## config.mk

```make
export PLATFORM = sky130hd
export DESIGN_NAME = mips_multicycle_ctrl
export DESIGN_NICKNAME = d
export VERILOG_FILES = /design/src/rtl/mips_multicycle_ctrl.sv
export SDC_FILE = /design/constraint.sdc
export NUM_CORES = 1
export LEC_CHECK = 0
export CORE_MARGIN = 2
export CORE_UTILIZATION = 33
export DETAILED_ROUTE_END_ITERATION = 6
export GPL_TIMING_DRIVEN = 0
export PLACE_DENSITY = 0.78
export SLEW_MARGIN = 10
export SYNTH_ARGS = -nofsm -noshare
export SYNTH_HDL_FRONTEND = slang
export SYNTH_SLANG_ARGS = --single-unit
```

## constraint.sdc

```tcl
create_clock -name clk -period 2.5 [get_ports clk]
set_input_delay 0.5 -clock clk [delete_from_list [all_inputs] [get_ports clk]]
set_output_delay 0.5 -clock clk [all_outputs]
set_load 0.005 [all_outputs]
```

## src/rtl/mips_multicycle_ctrl.sv

```systemverilog
// mips_multicycle_ctrl
// Moore sequencing controller for the multicycle MIPS datapath. Each
// instruction walks FETCH -> DECODE -> (execute/memory/writeback) -> FETCH,
// taking 2 to 5 cycles. Outputs come from the current state alone, except
// pcen (qualified by the ALU zero flag) and alucontrl in RTYPEEX (uses funct).
// There is no valid/ready handshake: op/funct are held stable by the
// instruction register from the cycle after FETCH until the next FETCH.
module mips_multicycle_ctrl #(
  parameter int ALU_CTRL_WIDTH = 3,
  parameter int STATE_WIDTH    = 4
) (
  input  logic                      clk,
  input  logic                      rst_n,
  input  logic [5:0]                op,
  input  logic [5:0]                funct,
  input  logic                      zero,
  output logic                      pcen,
  output logic                      iord,
  output logic                      irwrite,
  output logic                      memwrite,
  output logic                      memtoreg,
  output logic                      regdst,
  output logic                      regwrite,
  output logic                      alusrca,
  output logic [1:0]                alusrcb,
  output logic [1:0]                pcsrc,
  output logic [ALU_CTRL_WIDTH-1:0] alucontrl,
  output logic [STATE_WIDTH-1:0]    state
);

  typedef enum logic [STATE_WIDTH-1:0] {
    FETCH   = STATE_WIDTH'(0),
    DECODE  = STATE_WIDTH'(1),
    MEMADR  = STATE_WIDTH'(2),
    MEMRD   = STATE_WIDTH'(3),
    MEMWB   = STATE_WIDTH'(4),
    MEMWR   = STATE_WIDTH'(5),
    RTYPEEX = STATE_WIDTH'(6),
    RTYPEWB = STATE_WIDTH'(7),
    BEQEX   = STATE_WIDTH'(8),
    ADDIEX  = STATE_WIDTH'(9),
    ADDIWB  = STATE_WIDTH'(10),
    JEX     = STATE_WIDTH'(11)
  } state_t;

  localparam logic [5:0] OP_RTYPE = 6'b000000;
  localparam logic [5:0] OP_LW    = 6'b100011;
  localparam logic [5:0] OP_SW    = 6'b101011;
  localparam logic [5:0] OP_BEQ   = 6'b000100;
  localparam logic [5:0] OP_ADDI  = 6'b001000;
  localparam logic [5:0] OP_J     = 6'b000010;

  localparam logic [5:0] FN_ADD = 6'b100000;
  localparam logic [5:0] FN_SUB = 6'b100010;
  localparam logic [5:0] FN_AND = 6'b100100;
  localparam logic [5:0] FN_OR  = 6'b100101;
  localparam logic [5:0] FN_SLT = 6'b101010;

  localparam logic [ALU_CTRL_WIDTH-1:0] ALU_ADD = ALU_CTRL_WIDTH'(3'b010);
  localparam logic [ALU_CTRL_WIDTH-1:0] ALU_SUB = ALU_CTRL_WIDTH'(3'b110);
  localparam logic [ALU_CTRL_WIDTH-1:0] ALU_AND = ALU_CTRL_WIDTH'(3'b000);
  localparam logic [ALU_CTRL_WIDTH-1:0] ALU_OR  = ALU_CTRL_WIDTH'(3'b001);
  localparam logic [ALU_CTRL_WIDTH-1:0] ALU_SLT = ALU_CTRL_WIDTH'(3'b111);

  state_t state_q;
  state_t state_d;
  logic   pcwrite;
  logic   branch;

  // State register; reset lands in FETCH so the first edge after release fetches.
  always_ff @(posedge clk or negedge rst_n) begin
    if (!rst_n) begin
      state_q <= FETCH;
    end else begin
      state_q <= state_d;
    end
  end

  // Next-state logic; unknown opcodes and unused encodings fall back to FETCH.
  always_comb begin
    state_d = FETCH;
    case (state_q)
      FETCH: state_d = DECODE;
      DECODE: begin
        case (op)
          OP_LW, OP_SW: state_d = MEMADR;
          OP_RTYPE:     state_d = RTYPEEX;
          OP_BEQ:       state_d = BEQEX;
          OP_ADDI:      state_d = ADDIEX;
          OP_J:         state_d = JEX;
          default:      state_d = FETCH;
        endcase
      end
      MEMADR:  state_d = (op == OP_SW) ? MEMWR : MEMRD;
      MEMRD:   state_d = MEMWB;
      RTYPEEX: state_d = RTYPEWB;
      ADDIEX:  state_d = ADDIWB;
      default: state_d = FETCH;
    endcase
  end

  // Output decode from the current state; defaults first, then per-state overrides.
  always_comb begin
    pcwrite   = 1'b0;
    branch    = 1'b0;
    iord      = 1'b0;
    irwrite   = 1'b0;
    memwrite  = 1'b0;
    memtoreg  = 1'b0;
    regdst    = 1'b0;
    regwrite  = 1'b0;
    alusrca   = 1'b0;
    alusrcb   = 2'b00;
    pcsrc     = 2'b00;
    alucontrl = ALU_ADD;
    case (state_q)
      FETCH: begin
        irwrite = 1'b1;
        pcwrite = 1'b1;
        alusrcb = 2'b01;
      end
      DECODE: begin
        // Precompute the branch target while the opcode is decoded.
        alusrcb = 2'b11;
      end
      MEMADR, ADDIEX: begin
        alusrca = 1'b1;
        alusrcb = 2'b10;
      end
      MEMRD: iord = 1'b1;
      MEMWB: begin
        regwrite = 1'b1;
        memtoreg = 1'b1;
      end
      MEMWR: begin
        iord     = 1'b1;
        memwrite = 1'b1;
      end
      RTYPEEX: begin
        alusrca = 1'b1;
        case (funct)
          FN_ADD:  alucontrl = ALU_ADD;
          FN_SUB:  alucontrl = ALU_SUB;
          FN_AND:  alucontrl = ALU_AND;
          FN_OR:   alucontrl = ALU_OR;
          FN_SLT:  alucontrl = ALU_SLT;
          default: alucontrl = ALU_ADD;
        endcase
      end
      RTYPEWB: begin
        regwrite = 1'b1;
        regdst   = 1'b1;
      end
      BEQEX: begin
        alusrca   = 1'b1;
        alucontrl = ALU_SUB;
        pcsrc     = 2'b01;
        branch    = 1'b1;
      end
      ADDIWB: regwrite = 1'b1;
      JEX: begin
        pcsrc   = 2'b10;
        pcwrite = 1'b1;
      end
      default: ;
    endcase
  end

  assign pcen  = pcwrite | (branch & zero);
  assign state = state_q;

endmodule

```

# After elaboration in Yosys (flattened, before gate mapping)
# Index checks and enable logic that the tools add are counted.
# totals
output_inout_bits	19
input_bits	15
wordCells	47
reg_bits	4
# op_classes
muxes	16
n_eq_ne	20
bitwise	2
n_reduce_logical	8
# ops
operator	count
6-bit == test, second input constant	6
4-bit case mux with 6 select lines	1
4-bit case mux with 5 select lines	1
4-bit by 3-bit == test with 1-bit output, second input constant	4
4-bit == test, second input constant	4
3-bit case mux with 4 select lines	1
1-bit 2-to-1 mux	9
4-bit by 2-bit == test with 1-bit output, second input constant	2
2-bit OR reduction	4
6-bit by 2-bit == test with 1-bit output, second input constant	1
6-bit by 3-bit == test with 1-bit output, second input constant	1
6-bit by 4-bit == test with 1-bit output, second input constant	1
6-bit logical NOT	1
2-bit case mux with 3 select lines	1
3-bit case mux with 2 select lines	1
4-bit by 1-bit == test with 1-bit output, second input constant	1
4-bit logical NOT	1
2-bit case mux with 2 select lines	1
4-bit OR reduction	1
3-bit 2-to-1 mux	1
3-bit OR reduction	1
1-bit bitwise AND	1
1-bit bitwise OR	1

# Depth between registers and ports, before layout
# Gate-level depths: netlist of run 1.
# depth
word_depth	4
mapped_depth	5
depth_no_buf	4

# Worst setup path before layout of run 1
# No wires, ideal clock.
# synth_timing
path_kind	register to output
from	register state_q[3] (netlist: state[3])
to	output port alucontrl[1]
slack_ps	362
arrival_ps	1638
required_ps	2000
path_buffers	1
stages_incl_launch_ff	6
cell_sequence	dfrtp_1 > buf_6 > clkinv_2 > nand2_2 > or4b_4 > or4b_1
# synth_via
elab_chain_cells	2
word_cells_on_any_way	3
cone_classes	eq/ne (2); mux (1)
# synth_lines
element	line_no	rtl
start: declaration	65	state_t state_q;
start signal: assignment	75	state_q <= state_d;
4-bit == test / 4-bit by 3-bit == test with 1-bit output (equally long branches)	116	case (state_q)
3-bit case mux with 2 select lines (*)	116	
end: declaration	27	output logic [ALU_CTRL_WIDTH-1:0] alucontrl,
# Mark *: on every way between the ends. The rest lies on a longest branch, timed or not.

# Worst setup path after layout of run 1
# layout_timing
from	input port funct[4]
to	output port alucontrl[1]
# layout_via
elab_chain_cells	3
word_cells_on_any_way	6
cone_classes	eq/ne (4); mux (2)
# layout_lines
element	line_no	rtl
start: declaration	15	input logic [5:0] funct,
6-bit == test	141	case (funct)
3-bit case mux with 4 select lines (*)	141	
3-bit case mux with 2 select lines (*)	116	
# Marks and branches as above.

==> metrics list, run 1 <==
- The flow ran to the end, but the final reports show violations.
* Failing checks: negative setup slack
- Of the available clock period, the critical path in the final layout requires 101%.
* Parity-gate share of the synthesized area counting xor and xnor cells: 5.74%
- Layout net count: 116
* Adder and majority cell fraction of the synthesized area: 0%
- Count of fill cells added during filler insertion: 135
* Syn Inst Count: 63
- Worst-case clock skew: 0.00288 ns
- In this run the standard cell core region covers 1300 um^2.
* Setup repair after global routing missed its margin: true
- The die covers 1700 um^2.
- The startpoint identified for the worst register-to-register timing path is state[0].
- In this run the most used layer during global routing was met2.
- Simple-gate share of the synthesized area: 42.9%
* Net count of the mapped netlist: 78
* Synth unique cells: 34
- Worst Path Max Fanout: 3
- For this design, the slowest cell found on the critical path is sky130_fd_sc_hd__or4b_4.
* Final weighted congestion in routability-driven placement: 0.797
- Final period demand of the worst path: 2.53 ns
- In this run, synthesis inferred 0 flip-flops with an integrated enable.
* Number of DRC markers after the initial detailed-route iteration: 6
- In this run the static leakage power is 0.306 nW.
- Clock Tree Root: sky130_fd_sc_hd__clkbuf_4
- Of all flip-flops after synthesis, the portion carrying an async set or reset was 100%.
* Detailed-router iteration count before antenna repair: 3
- Max clock buf depth: 2
- The critical path runs through a total of 4 cells.
- Max_cap viols: 0
- Post-detailed-placement half-perimeter wirelength: 1110 um
* Portion of the post-synthesis area used by sequential elements: 21.9%
- In this run the tool buffered the top-level ports with 33 buffer cells.
- Max reg flops: 4
- Averaged over all synthesized cells, the footprint is 7.27 um^2.
- The number of pins exceeding their max-slew limit in the final report was 0.
* Buffers plus inverters on the worst setup path: 2
* DIE WIDTH: 41.3 um
- Setup crit start: funct[4]
* Number of setup buffers added after CTS: 0
* Grt met2 use: 32.0%
- Critical Path RT: 2.00 ns
- After detailed routing, the number of remaining DRC violations is 0.
* Number of rows in the core area: 13
- Power Total: 0.631 mW
- Compound-Gate Fraction of Synth Area: 22.4%
- STA classifies the critical path startpoint as an input pin.
* Met3 usage in global routing: 8.15%
* Number of cell instances on the worst register-to-register path: 5
* Initial Utilization: 35.2%
* Count of placed standard cells including taps: 111
* DRT Wirelength: 1390 um
* Number of warnings reported in the yosys synthesis log: 0
- IR drop worst, VDD: 0.000598 V
- Once routing completed, OpenROAD measured the worst setup slack at -0.0346 ns.
- The first global-routing pass estimated 2010 um of wire.
* Via density per instance: 5.43
* Max-Slew Margin vs Limit: 71.7%
* Flops & latches, synth: 4
- The min-delay analysis places its worst path in the category input pin to asynchronous set/reset pin.
- For the worst setup path, the data arrival time is 2.03 ns.
- GRT Util Overall: 18.1%
* Internal reg-to-reg setup slack: 0.87 ns
* Detail-routed net length per standard cell: 12.2 um
- For the pin with the worst max-slew slack, the measured transition is 0.425 ns.
- TritonCTS Sinks: 4
- CTS H-Tree Depth: 1
* Setup violations, final: 1
- Entering global routing, the biggest net connects 11 pins.
- Worst setup path category: input pin to output pin
* Clock tree from TritonCTS: done
- Dividing total power by cell area gives a power density of 764 nW/um^2.
- Cells with a size suffix above 1 make up 9.09% of the layout.
- Counting the buffers created by CTS gives 3.
- Type of element capturing the critical path: output pin
* I/O Pins: 34
- The detailed router placed 619 vias in this run.
* Reg-to-reg endpoint: state[1]
* Die Span Y: 41.3 um
- Number of endpoints with negative hold slack in the final report: 0
- Final ANT Viol Nets: 0
- Combinational family with the most area after synthesis: simple AND/OR/NAND/NOR gates
- The cell family contributing the most delay on the critical path is simple AND/OR/NAND/NOR gates.
* Layout Cells excl Fill: 114
- The via count of the first global-routing pass is 485.
* Fin util: 63.5%
* Top achievable clock speed: 395 MHz
* Sum of overflow across all layers after global routing: 0
- Area growth syn-to-layout: 80.3%
- Walking the worst path, the cells encountered are clkdlybuf4s50_1 > or4b_4 > or4b_1 > clkbuf_2.
* Predominant post-synthesis flop cell: sky130_fd_sc_hd__dfrtp_1
* Clock-pin slew on the worst setup and hold paths: 0.04 ns
- Stage delay of the slowest cell on the critical path: 0.54 ns
- The initial antenna violation count came to 0.
- Clock latency on the worst-skew pair, taken at its later pin, is 0.23 ns.
- Met1 track utilization from global routing: 20.3%
* Crit path to: alucontrl[1]
* Antenna diode instance count: 0
- Cell Area, Synth: 458 um^2
- Worst Hold Margin: 0.470 ns
- Multiplexer fraction of the synthesized cell area: 0%
- Pre-CTS setup slack: -0.365 ns
[report_power, final]
part / switching, mW / internal, mW
combinational: 0.193 / 0.250
sequential: 0.0219 / 0.0860
clock: 0.0262 / 0.0537
total: 0.241 / 0.390
[worst min-delay path by stage]
stage          slack (ns)  cells past startpoint     start        to
2_1_floorplan        0.20                      0     rst_n  state[0]
3_3_place_gp         0.58                      2  state[3]  state[0]
3_5_place_dp         0.59                      2  state[3]  state[0]
4_1_cts              0.47                      1     rst_n  state[2]
5_1_grt              0.48                      1     rst_n  state[3]
6_report             0.47                      1     rst_n  state[2]
[synth_stat cells, types with 2 or more instances]
cell type | number | area, um^2
sky130_fd_sc_hd__o21ai_0 | 6 | 30.0
sky130_fd_sc_hd__nand3_1 | 3 | 15.0
sky130_fd_sc_hd__a31oi_1 | 2 | 12.5
sky130_fd_sc_hd__nor2_1 | 7 | 26.3
sky130_fd_sc_hd__nand2b_1 | 4 | 25.0
sky130_fd_sc_hd__a21oi_1 | 2 | 10.0
sky130_fd_sc_hd__nor3_1 | 5 | 25.0
sky130_fd_sc_hd__dfrtp_1 | 4 | 100
sky130_fd_sc_hd__nand2_1 | 3 | 11.3
sky130_fd_sc_hd__or4_1 | 2 | 15.0
sky130_fd_sc_hd__xor2_1 | 2 | 17.5
[metal layers]
| layer | routed length [um] | vias to the layer above | part of all wire (%) |
|---|---|---|---|
| li1 | - | 312 | - |
| met1 | 540 | 282 | 39 |
| met2 | 722 | 25 | 52 |
| met3 | 122 | 0 | 8.8 |
| met4 | 0 | 0 | 0 |
| met5 | 0 | - | 0 |
[cells in the final DEF, fill, tap and decap left out, drive strengths merged, types with 3 or more instances in the layout]
cell / synthesis / routed
nand2b: 4 / 4
o21ai: 6 / 6
buf: 3 / 3
nor3: 5 / 5
nand3: 3 / 3
clkbuf: 1 / 5
clkdlybuf4s50: 0 / 30
nor2: 7 / 7
nand2: 4 / 4
dfrtp: 4 / 4
[final cells by class]
cell class / instances / area, um^2 / area share [%]
plain buffers: 4 / 23.8 / 2.88
multi-input cells: 53 / 325 / 39.4
clock buffers: 3 / 22.5 / 2.73
repair buffers: 33 / 323 / 39.1
inverters: 2 / 12.5 / 1.52
flip-flops and latches: 4 / 100 / 12.1
well taps: 15 / 18.8 / 2.27
[timing repair]
| item | 4_1_cts | 5_1_grt |
|---|---|---|
| hold buffers | 0 | 0 |
| resized for setup | 5 | 1 |
| pin swaps | 0 | 0 |
| gates cloned | 0 | 0 |
| setup endpoints to repair | 3 | 1 |
[per-stage QoR]
stage                     instance area (um^2)  setup TNS [ns]
after global placement                     807          -0.568
after CTS                                  831          -0.126
after floorplan                            458               0
after global routing                       826          -0.111
final                                      826         -0.0346
after detailed placement                   807          -0.563
[cell families after synthesis]
family | after synthesis
xor gates and xnor gates | 3
DFF | 4
and+or+nand+nor | 34
AOI/OAI and AO/OA | 16
buffers and inverters | 6
Note: power is estimated with default switching activity, not from simulation.
==> inputs of run 2 (changes only) <==
--- a/config.mk
+++ b/config.mk
@@ -14,3 +14,4 @@
 export SYNTH_ARGS = -nofsm -noshare
 export SYNTH_HDL_FRONTEND = slang
 export SYNTH_SLANG_ARGS = --single-unit
+export TNS_END_PERCENT = 1
==> results of run 2 <==
No change in the layout: final DEF, timing and power equal those of run 1.
==> inputs of run 3 (changes only) <==
--- a/config.mk
+++ b/config.mk
@@ -5,11 +5,12 @@
 export SDC_FILE = /design/constraint.sdc
 export NUM_CORES = 1
 export LEC_CHECK = 0
-export CORE_MARGIN = 2
-export CORE_UTILIZATION = 33
+export ABC_AREA = 1
+export CORE_AREA = 2 2 39 41
 export DETAILED_ROUTE_END_ITERATION = 6
+export DIE_AREA = 0 0 41 43
+export DONT_BUFFER_PORTS = 1
 export GPL_TIMING_DRIVEN = 0
-export PLACE_DENSITY = 0.78
 export SLEW_MARGIN = 10
 export SYNTH_ARGS = -nofsm -noshare
 export SYNTH_HDL_FRONTEND = slang
==> run 3 against run 2 <==
The flow now finishes without violations. Sequential share of layout area grew 6.4 points. Final area shrank 35%. Hold slack gained 0.029 ns. Maximum frequency grew 44%. Clock skew grew 0.0026 ns. Utilization shrank 24 points. Non-clock buffer count shrank 36. Combinational power shrank 48%. Sequential cell count is the same. Die area grew 3.6%. Cell count shrank 0.88%. First-iteration DRC count grew to 3.3 times the previous value. Largest cell class is now multi-input gates.
==> metrics list, run 3 <==
- Yosys top cell by area: sky130_fd_sc_hd__dfrtp_1
- Antenna diode instance count: 0
- TritonCTS Sinks: 4
- Type of element launching the critical path: flip-flop
- The top cell types in the final layout, fill and taps aside, are 25 x sky130_fd_sc_hd__nor2_1, 17 x sky130_fd_sc_hd__nand2_1, 14 x sky130_fd_sc_hd__inv_1.
* Number of warnings reported in the yosys synthesis log: 0
- In this run, the number of DRC markers left after iteration 0 of detailed routing was 20.
* Via density per instance: 5.12
* Fin util: 39.1%
- The clock network burns 18.0% of the power.
- Power Total: 0.438 mW
- Number of enable-type register cells in the synthesized netlist: 0
* Commonest cells in the netlist: 25 x sky130_fd_sc_hd__nor2_1, 17 x sky130_fd_sc_hd__nand2_1, 14 x sky130_fd_sc_hd__inv_1
- Type of element capturing the critical path: output pin
- The area growth from synthesis to layout is 10.8%.
- After detailed routing, the average wire length per cell comes to 10.9 um.
- DRC viols: 0
* Setup repair after global routing missed its margin: false
- FFs w/ async S/R, synth: 100%
- Cells with a size suffix above 1 make up 10.3% of the layout.
- Setup violations remaining at the end of the flow were counted as 0.
* Max_cap viols: 0
- The internal power of the cells totals 0.208 mW.
- In this run the post-CTS setup repair buffer count came out at 0.
- Based on the critical path, the design can be clocked at up to 567 MHz.
* Initial Utilization: 35.3%
- Dividing total power by cell area gives a power density of 811 nW/um^2.
- Power share of the sequential group: 29.0%
- Sum of negative setup slack: 0 ns
* Clock-pin slew on the worst setup and hold paths: 0.03 ns
- Averaged over all synthesized cells, the footprint is 5.25 um^2.
* Critical Path RT: 2.00 ns
- Portion of the post-synthesis area used by sequential elements: 20.5%
- CORE AREA: 1380 um^2
- Clock tree from TritonCTS: done
* Max clock buf depth: 2
- Vias in the first global route: 523
* Worst setup path category: flip-flop to output pin
- Max-Slew Margin vs Limit: 79.5%
* Layout net count: 114
* Syn Inst Count: 93
* Post-synth top area share: 20.5%
* Clock Tree Root: sky130_fd_sc_hd__clkbuf_4
- Leading cell type in the layout, fill and taps excluded: sky130_fd_sc_hd__nor2_1
- The floorplan step set the die height to 43 um.
* CTS-repair resized insts: 0
- Leakage power: 0.298 nW
- Arrival time reported for the critical path endpoint: 1.26 ns
* Largest cells by area after synthesis: sky130_fd_sc_hd__dfrtp_1 21%, sky130_fd_sc_hd__nor2_1 19%, sky130_fd_sc_hd__nand2_1 13%
- At the end of routability-driven placement, the weighted congestion stood at 0.781.
* CTS H-Tree Depth: 1
- Total die area: 1760 um^2
- Combinational group share of total power: 52.9%
- Number of buffers created by CTS: 3
* Global-route wire length before repair: 1960 um
* Run status: finished, final reports clean
- IR drop worst, VDD: 0.000175 V
- For the final database, setup skew stands at 0.00552 ns.
* Final Max Tran Viols: 0
- The clock period could shrink to 1.76 ns.
- After filler insertion, the fill cell instance count of the layout stands at 160.
- The final layout contains routed wiring with a total length of 1240 um.
- Worst Hold Margin: 0.499 ns
- Detailed-router iteration count before antenna repair: 4
- Prior to clock tree synthesis, the placed netlist has a worst setup slack of 0.952 ns.
- The die is 41 um wide.
* Footprint of the multi-input gates: 328 um^2
- Total net switching power: 0.230 mW
* Max reg flops: 4
- Port buffering added 0 buffers.
- Final ANT Viol Nets: 0
- Entering global routing, the biggest net connects 9 pins.
* Sum of overflow across all layers after global routing: 0
- GRT Util Overall: 15.9%
- The most common cell in the synthesized netlist is sky130_fd_sc_hd__nor2_1.
- Net switching is 52.5% of the power.
* Worst Tran Pin Value: 0.306 ns
- Synthesis produced a netlist with a net count of 108.
- The clock reaches the later pin of the worst-skew pair after 0.23 ns.
- Along the worst path, the maximum fanout reaches 6.
- Cell Area, Synth: 488 um^2
- Pin placement for this block handled 34 I/O pins.
- Synth unique cells: 14
- Final worst slack: 0.736 ns
- The number of hold buffers added after CTS was 1.
* Fraction of the cycle the final worst path needs: 70.6%
* Via count: 578
* Antenna violations before repair: 0
* Flops & latches, synth: 4
* Worst min-delay path category: input pin to flip-flop
- Number of rows in the core area: 14
* Predominant post-synthesis flop cell: sky130_fd_sc_hd__dfrtp_1
- Post-detailed-placement half-perimeter wirelength: 1010 um
- The number of endpoints with negative hold slack in the final report is 0.
- In the final layout, flip-flops and latches occupy 100 um^2.
==> run 3: cell families after synthesis <==
| family | synth area share (%) |
|---|---|
| flip-flops | 20.5 |
| AND/OR/NAND/NOR | 57.4 |
| AO/OA/AOI/OAI | 9.74 |
| buffers and inverters | 12.3 |
==> run 3: worst paths after layout <==
path,start,to,slack (ns),depth (start not counted)
worst max register to register,state[3],state[2],1.33,5
min in group asynchronous,rst_n,state[3],0.53,1
worst min register to register,state[2],state[0],0.75,3
worst min-delay path,op[4],state[2],0.50,3
max in group asynchronous,rst_n,state[1],1.80,1
worst max-delay path,state[2],pcen,0.74,5
==> run 3: power groups by stage <==
stage	registers [mW]	logic [mW]	clock network (mW)
after floorplan	0.118	0.188	0
after global placement	0.127	0.226	0
after detailed placement	0.128	0.228	0
after CTS	0.127	0.231	0.0819
after global routing	0.132	0.264	0.0883
final	0.127	0.232	0.0789
==> run 3: layout make-up <==
cell class	count	area share, %
flip-flops and latches	4	18.5
multi-input cells	73	60.6
inverters	16	11.1
repair buffers	1	1.85
clock buffers	3	4.17
well taps	16	3.70
==> run 3: routing by layer <==
layer / up-vias / part of all wire [%] / global-route usage (%)
met5: - / 0 / 0
met2: 31 / 48 / 22.8
met4: 0 / 0.65 / 9.33
met3: 2 / 9.9 / 3.66
li1: 308 / - / -
met1: 237 / 42 / 20.8
==> run 3: worst max-delay path: stages, from the launching register on <==
cell and delay (ns):
sky130_fd_sc_hd__dfrtp_1 0.43, sky130_fd_sc_hd__inv_2 0.10, sky130_fd_sc_hd__nand2_1 0.12, sky130_fd_sc_hd__nor2_1 0.20, sky130_fd_sc_hd__a21oi_1 0.08, sky130_fd_sc_hd__o21ai_0 0.10
==> run 3: stage by stage <==
| stage | std cells | area (um^2) |
|---|---|---|
| after floorplan | 93 | 488 |
| after CTS | 113 | 541 |
| final | 113 | 541 |
| after detailed placement | 109 | 508 |
| after global placement | 109 | 508 |
| after global routing | 113 | 541 |
